`config.mk`:
```
export PLATFORM = sky130hd
export DESIGN_NAME = rf_debug_port
export DESIGN_NICKNAME = d
export VERILOG_FILES = /design/src/rtl/rf_debug_port.sv
export SDC_FILE = /design/constraint.sdc
export NUM_CORES = 1
export LEC_CHECK = 0
export ABC_AREA = 1
export BUFFER_PORTS_ARGS = -buffer_cell sky130_fd_sc_hd__buf_2
export CORE_UTILIZATION = 38
export DETAILED_ROUTE_END_ITERATION = 10
export HOLD_SLACK_MARGIN = 0.06
export PLACE_DENSITY = 0.64
export SLEW_MARGIN = 20
export SYNTH_ARGS = -nofsm -noshare
export SYNTH_HDL_FRONTEND = slang
export SYNTH_SLANG_ARGS = --single-unit
```
`constraint.sdc`:
```
create_clock -name clk -period 2.2 [get_ports clk]
set_input_delay 0 -clock clk [delete_from_list [all_inputs] [get_ports clk]]
set_output_delay 0 -clock clk [all_outputs]
set_load 0.005 [all_outputs]
```
`src/rtl/rf_debug_port.sv`:
```
// Debug access port that halts the core and reads, writes or dumps the register file
// through its single read/write port, returning one response per register touched.
module rf_debug_port #(
  parameter int XLEN  = 32,
  parameter int NREGS = 32
) (
  input  logic            clk,
  input  logic            rst_n,
  input  logic            cmd_valid,
  output logic            cmd_ready,
  input  logic [1:0]      cmd_op,
  input  logic [4:0]      cmd_addr,
  input  logic [XLEN-1:0] cmd_wdata,
  output logic            rsp_valid,
  input  logic            rsp_ready,
  output logic [XLEN-1:0] rsp_data,
  output logic [4:0]      rsp_addr,
  output logic            rsp_last,
  output logic            rsp_err,
  output logic            halt_req,
  input  logic            halt_ack,
  output logic [4:0]      rf_rs1,
  input  logic [XLEN-1:0] rf_rd1,
  output logic            rf_we,
  output logic [4:0]      rf_rd,
  output logic [XLEN-1:0] rf_wd,
  output logic [1:0]      dbg_state
);

  // Handshakes: a transfer happens on a rising edge where valid and ready are both high;
  // valid and its payload stay stable until that edge, ready may change freely.
  typedef enum logic [1:0] {IDLE, HALT, ACCESS, RESP} state_t;

  localparam logic [1:0] OP_WRITE  = 2'b01;
  localparam logic [1:0] OP_DUMP   = 2'b10;
  localparam logic [1:0] OP_ILLEGAL = 2'b11;
  localparam logic [4:0] LAST_ADDR = 5'(NREGS - 1);

  state_t          state;
  logic [1:0]      op_q;
  logic [4:0]      addr_q;
  logic [XLEN-1:0] wdata_q;
  logic            wr_live;

  // Writes to x0 are acknowledged but never reach the register file.
  assign wr_live   = (op_q == OP_WRITE) && (addr_q != 5'd0);
  assign cmd_ready = (state == IDLE);
  assign dbg_state = state;

  always_ff @(posedge clk or negedge rst_n) begin
    if (!rst_n) begin
      state     <= IDLE;
      op_q      <= '0;
      addr_q    <= '0;
      wdata_q   <= '0;
      halt_req  <= 1'b0;
      rf_we     <= 1'b0;
      rf_rs1    <= '0;
      rf_rd     <= '0;
      rf_wd     <= '0;
      rsp_valid <= 1'b0;
      rsp_data  <= '0;
      rsp_addr  <= '0;
      rsp_last  <= 1'b0;
      rsp_err   <= 1'b0;
    end else begin
      case (state)
        IDLE: begin
          if (cmd_valid) begin
            op_q    <= cmd_op;
            wdata_q <= cmd_wdata;
            if (cmd_op == OP_ILLEGAL) begin
              addr_q    <= cmd_addr;
              rsp_valid <= 1'b1;
              rsp_data  <= '0;
              rsp_addr  <= cmd_addr;
              rsp_last  <= 1'b1;
              rsp_err   <= 1'b1;
              state     <= RESP;
            end else begin
              addr_q   <= (cmd_op == OP_DUMP) ? 5'd0 : cmd_addr;
              halt_req <= 1'b1;
              state    <= HALT;
            end
          end
        end
        HALT: begin
          if (halt_ack) begin
            rf_rs1 <= addr_q;
            rf_we  <= wr_live;
            if (op_q == OP_WRITE) begin
              rf_rd <= addr_q;
              rf_wd <= wdata_q;
            end
            state <= ACCESS;
          end
        end
        ACCESS: begin
          rf_we     <= 1'b0;
          rsp_valid <= 1'b1;
          rsp_addr  <= addr_q;
          rsp_err   <= 1'b0;
          rsp_last  <= (op_q != OP_DUMP) || (addr_q == LAST_ADDR);
          if (op_q == OP_WRITE)
            rsp_data <= (addr_q == 5'd0) ? '0 : wdata_q;
          else
            rsp_data <= rf_rd1;
          state <= RESP;
        end
        RESP: begin
          if (rsp_ready) begin
            rsp_valid <= 1'b0;
            if (rsp_last) begin
              halt_req <= 1'b0;
              state    <= IDLE;
            end else begin
              // Next dump register: the core is still halted, so go straight back to ACCESS.
              addr_q <= addr_q + 5'd1;
              rf_rs1 <= addr_q + 5'd1;
              state  <= ACCESS;
            end
          end
        end
        default: state <= IDLE;
      endcase
    end
  end

endmodule

```
==> results of run 1 <==
==> layout by cell type, fill, tap and decap left out, drive strengths merged <==
cell | Yosys | routed
bufinv | 0 | 2
ha | 3 | 3
buf | 25 | 175
o21ai | 44 | 44
inv | 19 | 19
clkinv | 0 | 4
nand3 | 56 | 56
dfrtp | 125 | 125
clkinvlp | 0 | 1
nand3b | 1 | 1
nor4 | 1 | 1
dlygate4sd3 | 0 | 75
nand2 | 390 | 390
a21oi | 6 | 6
clkbuf | 10 | 24
nand4 | 2 | 2
nor2 | 16 | 16
==> metal layers <==
| metal | vias to the layer above | global-route usage, % | routed length, um |
|---|---|---|---|
| met5 | - | 0 | 0 |
| met4 | 0 | 9.22 | 321 |
| met3 | 26 | 6.23 | 1040 |
| met2 | 173 | 36.4 | 7670 |
| met1 | 2511 | 28.5 | 7220 |
| li1 | 2655 | - | - |
==> worst paths after layout <==
kind	start	endpoint	cells past startpoint
worst max-delay path	dbg_state[0]$_DFFE_PN0P_	dbg_state[1]$_DFFE_PN0P_	8
worst max register to register	dbg_state[0]$_DFFE_PN0P_	dbg_state[1]$_DFFE_PN0P_	8
max in group asynchronous	rst_n	wdata_q[26]$_DFFE_PN0P_	3
min in group clk	cmd_valid	rsp_valid$_DFFE_PN0P_	6
worst min-delay path	rst_n	rf_rs1[0]$_DFFE_PN0P_	2
worst min register to register	rsp_valid$_DFFE_PN0P_	rsp_valid$_DFFE_PN0P_	2
==> per-stage QoR <==
| step | cells | hold slack (ns) | util [%] | cell area [um2] | setup WS (ns) |
|---|---|---|---|---|---|
| floorplan | 698 | -0.296 | - | 5550 | 0.849 |
| global placement | 1018 | -0.0424 | 46.9 | 6590 | 0.503 |
| detailed placement | 1018 | -0.0369 | 46.9 | 6590 | 0.461 |
| CTS | 1124 | 0.0715 | 56.3 | 7910 | 0.159 |
| global route | 1124 | 0.104 | 56.3 | 7910 | 0.0129 |
| finish | 1124 | 0.0695 | 56.3 | 7910 | 0.150 |
==> power breakdown <==
| group | leakage, nW | switching (mW) | internal [mW] | total, mW |
|---|---|---|---|---|
| registers | 1.59 | 0.694 | 3.34 | 4.03 |
| clock network | 0.280 | 0.975 | 1.74 | 2.72 |
| logic | 2.58 | 2.51 | 1.63 | 4.14 |
| total | 4.45 | 4.18 | 6.71 | 10.9 |
==> critical path: stages (launching register included) <==
cell           delay [ns]
dfrtp_1              0.48
nand2_2              0.23
inv_2                0.21
nand2_2              0.11
nand2_2              0.17
nor2_1               0.06
nand3_1              0.07
nand2_1              0.05
dlygate4sd3_1        0.56
==> what timing repair did <==
action | in CTS | in global routing
hold buffers | 75 | 0
endpoints found under the hold margin | 209 | 0
buffers inserted | 0 | 0
endpoints found under the setup margin | 0 | 0
==> kinds of logic (layout without fill, tap and decap cells) <==
group                      after synthesis  in the layout  share of synthesized area (%)
and+or+nand+nor                        466            466                           34.1
buffers and inverters                   54            300                           4.37
adders and majority gates                3              3                          0.676
AOI/OAI and AO/OA                       50             50                           4.51
DFF                                    125            125                           56.4
==> final cells by class <==
cell class / count / area, um2 / area share (%)
Clock buffer: 24 / 482 / 6.09
Clock inverter: 7 / 87.6 / 1.11
Inverter: 19 / 71.3 / 0.902
Multi-Input combinational cell: 519 / 2190 / 27.7
Sequential cell: 125 / 3130 / 39.6
Tap cell: 180 / 225 / 2.85
Timing Repair Buffer: 250 / 1720 / 21.8
==> registers in the layout, indices dropped and copies added (netlist names), 5 cells and up <==
name / count
rf_wd: 32
rsp_data: 32
wdata_q: 32
addr_q: 5
rf_rd: 5
rf_rs1: 5
rsp_addr: 5
==> metrics, run 1 <==
Hold Path Class=input pin to asynchronous set/reset pin; fraction of layout cells with a size suffix above 1=23.4%; leading cell types by total area after synthesis=dfrtp_1 (56%), nand2_1 (26%), nand3_1 (5.0%), o21ai_0 (3.1%), buf_2 (1.5%); Syn Inst Count=698; post-synth cell types=23; final hold vios=0; Global Route Usage Sum=22.6%; most common cell in the netlist=nand2_1; Synth warnings=0; area share of the largest cell type after synthesis=56.4%; Slew HR=36.6%; worst reg-to-reg setup slack=0.15 ns; Die X=123 um; CTS tree=built; Num Clock Sinks=125; # diodes=0; core area=14000 um2; Least-Margin Pin Slew=0.948 ns; total gr overflow=0; chip height=123 um; Die Area=15100 um2; Synth top cells by count=nand2_1 (384), dfrtp_1 (125), nand3_1 (55), o21ai_0 (34), buf_2 (17); first-iteration detailed-routing DRC count=320; CP required=2.49 ns; Residual DRC=0; Initial DRT Pass Iterations=5; Final Total Pwr=10.9 mW; WS Path Type=register to register; clk_lat worst skew=0.41 ns; fmax=488 MHz; post-synth design cell area=5550 um2; post-synthesis async set-or-reset flop share=100%; CP endpoint kind=register; Total Wirelength=16.2 mm; initial core utilization=39.5%; number of vias per cell=4.77; Post-synth EDFFs=0; RePlAce Congestion=0.866; # rows=43; root buffer selected by CTS=clkbuf_16; dpl hpwl=10.3 mm; pin count of the biggest net entering global routing=51; critical path launch point type=register; Post-CTS Resized=0; WL per Instance=14.5 um; DR vias=5365; CP arrival=2.34 ns; syn_area_per_cell=7.95 um2; MaxCap Viol Count=0; crit path max fanout=11; vias in the first global route=5183; unrepaired setup endpoints after global routing=false; Boundary Pins=163; Reg clk slew, reported paths=0.05 ns; leakage=4.45 nW; Pins Over Slew Limit=0; Net Count, Synth=777; Setup TNS=0 ns; Min Clock Period, post-route=2.05 ns; fin nets=1011; clock buffer count from CTS=17; maximum vdd drop=545 uV; status=complete, no violations; sequential area share after synthesis=56.4%; Synth area leader=dfrtp_1; antenna violations before repair=0; clock tree buffer depth=2; port bufs=162; Yosys reg bits=125; final worst-path cycle share=93.2%; Routed Antenna Nets=0; skew final=0.00756 ns; Fill cells=1257; final setup fails=0; Layout area overhead=42.4%; H-Tree Depth=4; power density over cell area=1380 nW/um2; top_reg_cell synth=dfrtp_1; first-pass GRT wire length=25.6 mm
No activity file was read; power rests on OpenSTA's default activity.
==> inputs of run 2 (changes only) <==
--- a/config.mk
+++ b/config.mk
@@ -11,6 +11,7 @@
 export DETAILED_ROUTE_END_ITERATION = 10
 export HOLD_SLACK_MARGIN = 0.06
 export PLACE_DENSITY = 0.64
+export REMOVE_ABC_BUFFERS = 1
 export SLEW_MARGIN = 20
 export SYNTH_ARGS = -nofsm -noshare
 export SYNTH_HDL_FRONTEND = slang
==> run 2 against run 1 <==
Against the previous run:
- hold slack better by 0.084 ns
- sequential share of layout area is 0.19 points lower
- fmax is 0.50% lower
- via count is 0.43% higher
- final cell count hardly changed
- worst setup slack worse by 0.010 ns
- critical path depth stayed put
- wire length is 3.9% higher
- sequential cell count stayed put
- non-clock buffer count is 2 higher
==> metrics, run 2 (synthesis results as in run 1) <==
Switch Pwr=4.26 mW (was 4.18 mW); Boundary Pins=163 (unchanged); Die Area=15100 um2 (unchanged); maximum vdd drop=590 uV (was 545 uV); Slew HR=55.7% (was 36.6%); CP endpoint kind=register (unchanged); Residual DRC=0 (unchanged); worst reg-to-reg setup slack=0.14 ns (was 0.15 ns); RePlAce Congestion=0.904 (was 0.866); Flop pwr share=36.6% (was 37.0%); MaxCap Viol Count=0 (unchanged); core area=14000 um2 (unchanged); P_int=6.83 mW (was 6.71 mW); final setup fails=0 (unchanged); Routed Antenna Nets=0 (unchanged); most frequent cells in the layout=nand2_1 (383), buf_2 (161), dfrtp_1 (125) (unchanged); WL per Instance=15.0 um (was 14.5 um); fmax=485 MHz (was 488 MHz); leakage=4.47 nW (was 4.45 nW); Layout area overhead=43.1% (was 42.4%); port bufs=162 (unchanged); critical path launch point type=register (unchanged); pre-CTS WS=0.502 ns (was 0.461 ns); Least-Margin Pin Slew=0.665 ns (was 0.948 ns); clock buffer count from CTS=17 (unchanged); Pins Over Slew Limit=0 (unchanged); Setup TNS=0 ns (unchanged); Sw Share=38.4% (about the same); Reg clk slew, reported paths=0.06 ns (was 0.05 ns); CTS tree=built (unchanged); H-Tree Depth=4 (unchanged); FF-to-FF End=dbg_state[0]$_DFFE_PN0P_ (was dbg_state[1]$_DFFE_PN0P_); Fill cells=1288 (was 1257); status=complete, no violations (unchanged); dpl hpwl=10.3 mm (about the same); pin count of the biggest net entering global routing=65 (was 51); fraction of layout cells with a size suffix above 1=23.6% (was 23.4%); Min Clock Period, post-route=2.06 ns (was 2.05 ns); Hold Path Class=input pin to asynchronous set/reset pin (unchanged); Hold Slack=0.153 ns (was 0.0695 ns); vias in the first global route=5406 (was 5183); worst setup margin=0.140 ns (was 0.150 ns); Die X=123 um (unchanged); CP required=2.49 ns (about the same); logic gate share of total power=37.8% (was 38.0%); # diodes=0 (unchanged); first-iteration detailed-routing DRC count=348 (was 320); antenna violations before repair=0 (unchanged); worst r2r src=dbg_state[0]$_DFFE_PN0P_ (unchanged); clock tree buffer depth=2 (unchanged); postcts setup bufs=0 (unchanged); most common cell after layout, fill and taps aside=nand2_1 (unchanged); Global Route Usage Sum=24.0% (was 22.6%); Top Registers=rf_wd x32, rsp_data x32, wdata_q x32 (unchanged); final hold vios=0 (unchanged); total gr overflow=0 (unchanged); Total Wirelength=16.9 mm (was 16.2 mm); final worst-path cycle share=93.6% (was 93.2%); power density over cell area=1400 nW/um2 (was 1380 nW/um2); clk_lat worst skew=0.42 ns (was 0.41 ns); skew final=0.0105 ns (was 0.00756 ns); chip height=123 um (unchanged); DR vias=5388 (was 5365); CP arrival=2.35 ns (was 2.34 ns); root buffer selected by CTS=clkbuf_16 (unchanged); Num Clock Sinks=125 (unchanged); fin nets=1013 (was 1011); WS Path Type=register to register (unchanged); Clk pwr share=25.6% (was 24.9%); first-pass GRT wire length=27.3 mm (was 25.6 mm); unrepaired setup endpoints after global routing=false (unchanged); Final Total Pwr=11.1 mW (was 10.9 mW); reg2reg path depth=8 (unchanged); Initial DRT Pass Iterations=5 (unchanged); crit path max fanout=11 (unchanged); initial core utilization=39.5% (unchanged); # rows=43 (unchanged); number of vias per cell=4.79 (was 4.77)
## run 2: cell count changes in the layout (fill, tap and decap cells not counted)
cell and delta:
buf_4 +1, bufinv_16 +1, clkbuf_1 -2, clkinv_2 +1, clkinvlp_4 -1, dlygate4sd3_1 +1
## run 2: power groups by stage
| stage | combinational, mW | sequential (mW) | clock [mW] |
|---|---|---|---|
| 2_1_floorplan | 2.18 | 3.99 | 0 |
| 3_3_place_gp | 4.00 | 4.04 | 0 |
| 3_5_place_dp | 4.08 | 4.04 | 0 |
| 4_1_cts | 4.22 | 4.04 | 2.89 |
| 5_1_grt | 4.77 | 4.19 | 3.00 |
| 6_report | 4.19 | 4.05 | 2.84 |
## run 2: stage by stage
| stage | area, um2 | cells | util (%) |
|---|---|---|---|
| CTS | 7940 | 1125 | 56.6 |
| finish | 7940 | 1125 | 56.6 |
| detailed placement | 6590 | 1019 | 46.9 |
| global route | 7940 | 1125 | 56.6 |
| global placement | 6590 | 1019 | 46.9 |
| floorplan | 5380 | 663 | - |
## run 2: metal layers
layer | global-route usage (%) | routed length, um
met3 | 6.60 | 1020
met5 | 0 | 0
met2 | 39.1 | 8050
met4 | 9.30 | 359
met1 | 30.3 | 7460
## run 2: worst max-delay path: stages, from the launching register on
cell and delay (ns):
dfrtp_1 0.49, nand2_2 0.22, inv_2 0.20, nand2_2 0.10
nand2_2 0.16, inv_2 0.07, nand2_1 0.06, nand3b_1 0.07
dlygate4sd3_1 0.57
## run 2: layout make-up
type	count	area [um2]	share of cell area (%)
repair buffers	252	1740	21.9
clock buffers	22	474	5.97
clock inverters	8	115	1.45
inverters	19	71.3	0.898
multi-input cells	519	2190	27.5
well taps	180	225	2.84
flip-flops and latches	125	3130	39.4
## run 2: worst max path at each step
stage / startpoint / end / slack, ns / depth (start not counted)
6_report: dbg_state[0]$_DFFE_PN0P_ / dbg_state[0]$_DFFE_PN0P_ / 0.14 / 8
3_3_place_gp: dbg_state[0]$_DFFE_PN0P_ / rsp_data[0]$_DFFE_PN0P_ / 0.57 / 6
4_1_cts: dbg_state[0]$_DFFE_PN0P_ / dbg_state[0]$_DFFE_PN0P_ / 0.16 / 8
3_5_place_dp: dbg_state[0]$_DFFE_PN0P_ / rsp_data[26]$_DFFE_PN0P_ / 0.50 / 6
5_1_grt: dbg_state[0]$_DFFE_PN0P_ / dbg_state[0]$_DFFE_PN0P_ / 0.01 / 8
2_1_floorplan: op_q[0]$_DFFE_PN0P_ / rsp_data[0]$_DFFE_PN0P_ / -0.31 / 6
## run 2: what timing repair did
item	4_1_cts	5_1_grt
hold endpoints to repair	140	0
gates resized for setup	0	0
hold buffers	76	0
==> inputs of run 3 (changes only) <==
--- a/config.mk
+++ b/config.mk
@@ -6,8 +6,9 @@
 export NUM_CORES = 1
 export LEC_CHECK = 0
 export ABC_AREA = 1
-export BUFFER_PORTS_ARGS = -buffer_cell sky130_fd_sc_hd__buf_2
+export BUFFER_PORTS_ARGS = -buffer_cell sky130_fd_sc_hd__buf_4
 export CORE_UTILIZATION = 38
+export CTS_BUF_LIST = sky130_fd_sc_hd__clkbuf_8
 export DETAILED_ROUTE_END_ITERATION = 10
 export HOLD_SLACK_MARGIN = 0.06
 export PLACE_DENSITY = 0.64
==> run 3 against run 2 <==
Against the previous run:
- clock power shrank 30%
- power is 4.6% lower
- critical endpoint is now dbg_state[1]$_DFFE_PN0P_
- combinational power is 7.9% higher
- non-clock buffer count increased by 2
==> metrics, run 3 (synthesis results as in run 1) <==
CP most frequent cell=nand2_2 (unchanged); final worst-path cycle share=91.7% (was 93.6%); worst path cell trace=nand2_2, inv_2, nand2_2, nand2_2, nor2_1, nand3_1, nand2_1, dlygate4sd3_1 (was nand2_2, inv_2, nand2_2, nand2_2, inv_2, nand2_1, nand3b_1, dlygate4sd3_1); worst r2r src=dbg_state[1]$_DFFE_PN0P_ (was dbg_state[0]$_DFFE_PN0P_); clock tree buffer depth=2 (unchanged); Die Area=15100 um2 (unchanged); final core occ=57.9% (was 56.6%); clock buffer count from CTS=17 (unchanged); worst setup margin=0.182 ns (was 0.140 ns); crit path max fanout=11 (unchanged); RePlAce Congestion=0.829 (was 0.904); root buffer selected by CTS=clkbuf_8 (was clkbuf_16); CP endpoint kind=register (unchanged); Top Registers=rf_wd x32, rsp_data x32, wdata_q x32 (unchanged); # diodes=0 (unchanged); fraction of layout cells with a size suffix above 1=24.1% (was 23.6%); total gr overflow=0 (unchanged); most frequent cells in the layout=nand2_1 (383), buf_4 (176), dfrtp_1 (124) (was nand2_1 (383), buf_2 (161), dfrtp_1 (125)); Critical Path Source=dbg_state[1]$_DFFE_PN0P_ (was dbg_state[0]$_DFFE_PN0P_); max incr delay on CP=0.56 ns (was 0.57 ns); Reg clk slew, reported paths=0.07 ns (was 0.06 ns); maximum vdd drop=469 uV (was 590 uV); top routing layer in use=met4 (unchanged); Routed Antenna Nets=0 (unchanged); critical path launch point type=register (unchanged); chip height=123 um (unchanged); core area=14000 um2 (unchanged); Global Route Usage Sum=23.4% (was 24.0%); WS Path Type=register to register (unchanged); leakage=4.47 nW (about the same); fmax=496 MHz (was 485 MHz); CP arrival=2.33 ns (was 2.35 ns); Pins Over Slew Limit=0 (unchanged); status=complete, no violations (unchanged); Total Wirelength=16.4 mm (was 16.9 mm); H-Tree Depth=4 (unchanged); vias in the first global route=5301 (was 5406); Final Total Pwr=10.6 mW (was 11.1 mW); # rows=43 (unchanged); Initial DRT Pass Iterations=5 (unchanged); worst reg-to-reg setup slack=0.18 ns (was 0.14 ns); fin nets=1015 (was 1013); port bufs=162 (unchanged); skew final=0.00607 ns (was 0.0105 ns); metal2 WL=7.81 mm (was 8.05 mm); first-pass GRT wire length=26.6 mm (was 27.3 mm); CTS tree=built (unchanged); Slew HR=57.7% (was 55.7%); family with the most delay on the worst path=buffers and inverters (unchanged); Layout area overhead=46.5% (was 43.1%); Detail Route met3 WL=1.09 mm (was 1.02 mm); final hold vios=0 (unchanged); unrepaired setup endpoints after global routing=false (unchanged); Min Clock Period, post-route=2.02 ns (was 2.06 ns); Residual DRC=0 (unchanged); postcts setup bufs=0 (unchanged); CP max stage cell=dlygate4sd3_1 (unchanged); Die X=123 um (unchanged); Hold Path Class=input pin to asynchronous set/reset pin (unchanged); Setup TNS=0 ns (unchanged); final setup fails=0 (unchanged); clk_lat worst skew=0.43 ns (was 0.42 ns); dpl hpwl=10.6 mm (was 10.3 mm); MaxCap Viol Count=0 (unchanged); CP required=2.51 ns (was 2.49 ns); Worst Path Buf+Inv=2 (was 3); first-iteration detailed-routing DRC count=278 (was 348); M1 WL=7.27 mm (was 7.46 mm); Boundary Pins=163 (unchanged); WL per Instance=14.5 um (was 15.0 um); number of vias per cell=4.75 (was 4.79); initial core utilization=39.5% (unchanged); most common cell after layout, fill and taps aside=nand2_1 (unchanged); Least-Margin Pin Slew=0.635 ns (was 0.665 ns); antenna violations before repair=0 (unchanged); pin count of the biggest net entering global routing=50 (was 65); DR vias=5366 (was 5388); pre-CTS WS=0.529 ns (was 0.502 ns); power density over cell area=1300 nW/um2 (was 1400 nW/um2); Num Clock Sinks=125 (unchanged)
## run 3: cell type report
class | count | area (um2)
clock buffers | 20 | 275
clock inverters | 12 | 120
fillers | 1286 | 5910
inverters | 19 | 71.3
multi-input cells | 519 | 2190
flip-flops and latches | 125 | 3130
well taps | 180 | 225
repair buffers | 254 | 2120
## run 3: worst paths after layout
path,endpoint,cells after the start
max in group asynchronous,dbg_state[0]$_DFFE_PN0P_,3
max reg2reg,dbg_state[1]$_DFFE_PN0P_,8
max,dbg_state[1]$_DFFE_PN0P_,8
min in group clk,wdata_q[3]$_DFFE_PN0P_,4
min reg2reg,halt_req$_DFFE_PN0P_,2
min,rsp_data[17]$_DFFE_PN0P_,2
## run 3: through the flow
stage	std cells	hold slack [ns]	area, um2
after floorplan	663	-0.296	5380
after global placement	1021	0.0610	6970
after detailed placement	1021	0.0598	6970
after CTS	1129	0.121	8130
after global routing	1129	0.170	8130
final	1129	0.132	8130
## run 3: where the power goes
group | internal [mW] | switching (mW)
registers | 3.34 | 0.729
clock network | 1.08 | 0.915
logic | 1.98 | 2.54
## run 3: layer usage
| metal | vias up | global-route usage, % |
|---|---|---|
| met3 | 24 | 7.16 |
| met4 | 0 | 8.54 |
| met1 | 2514 | 29.2 |
| li1 | 2663 | - |
| met5 | - | 0 |
| met2 | 165 | 37.9 |
## run 3: repair_timing
action | in CTS | in global routing
hold endpoints to repair | 176 | 0
hold buffers | 76 | 0
gates resized for setup | 0 | 1
endpoints found under the setup margin | 0 | 1
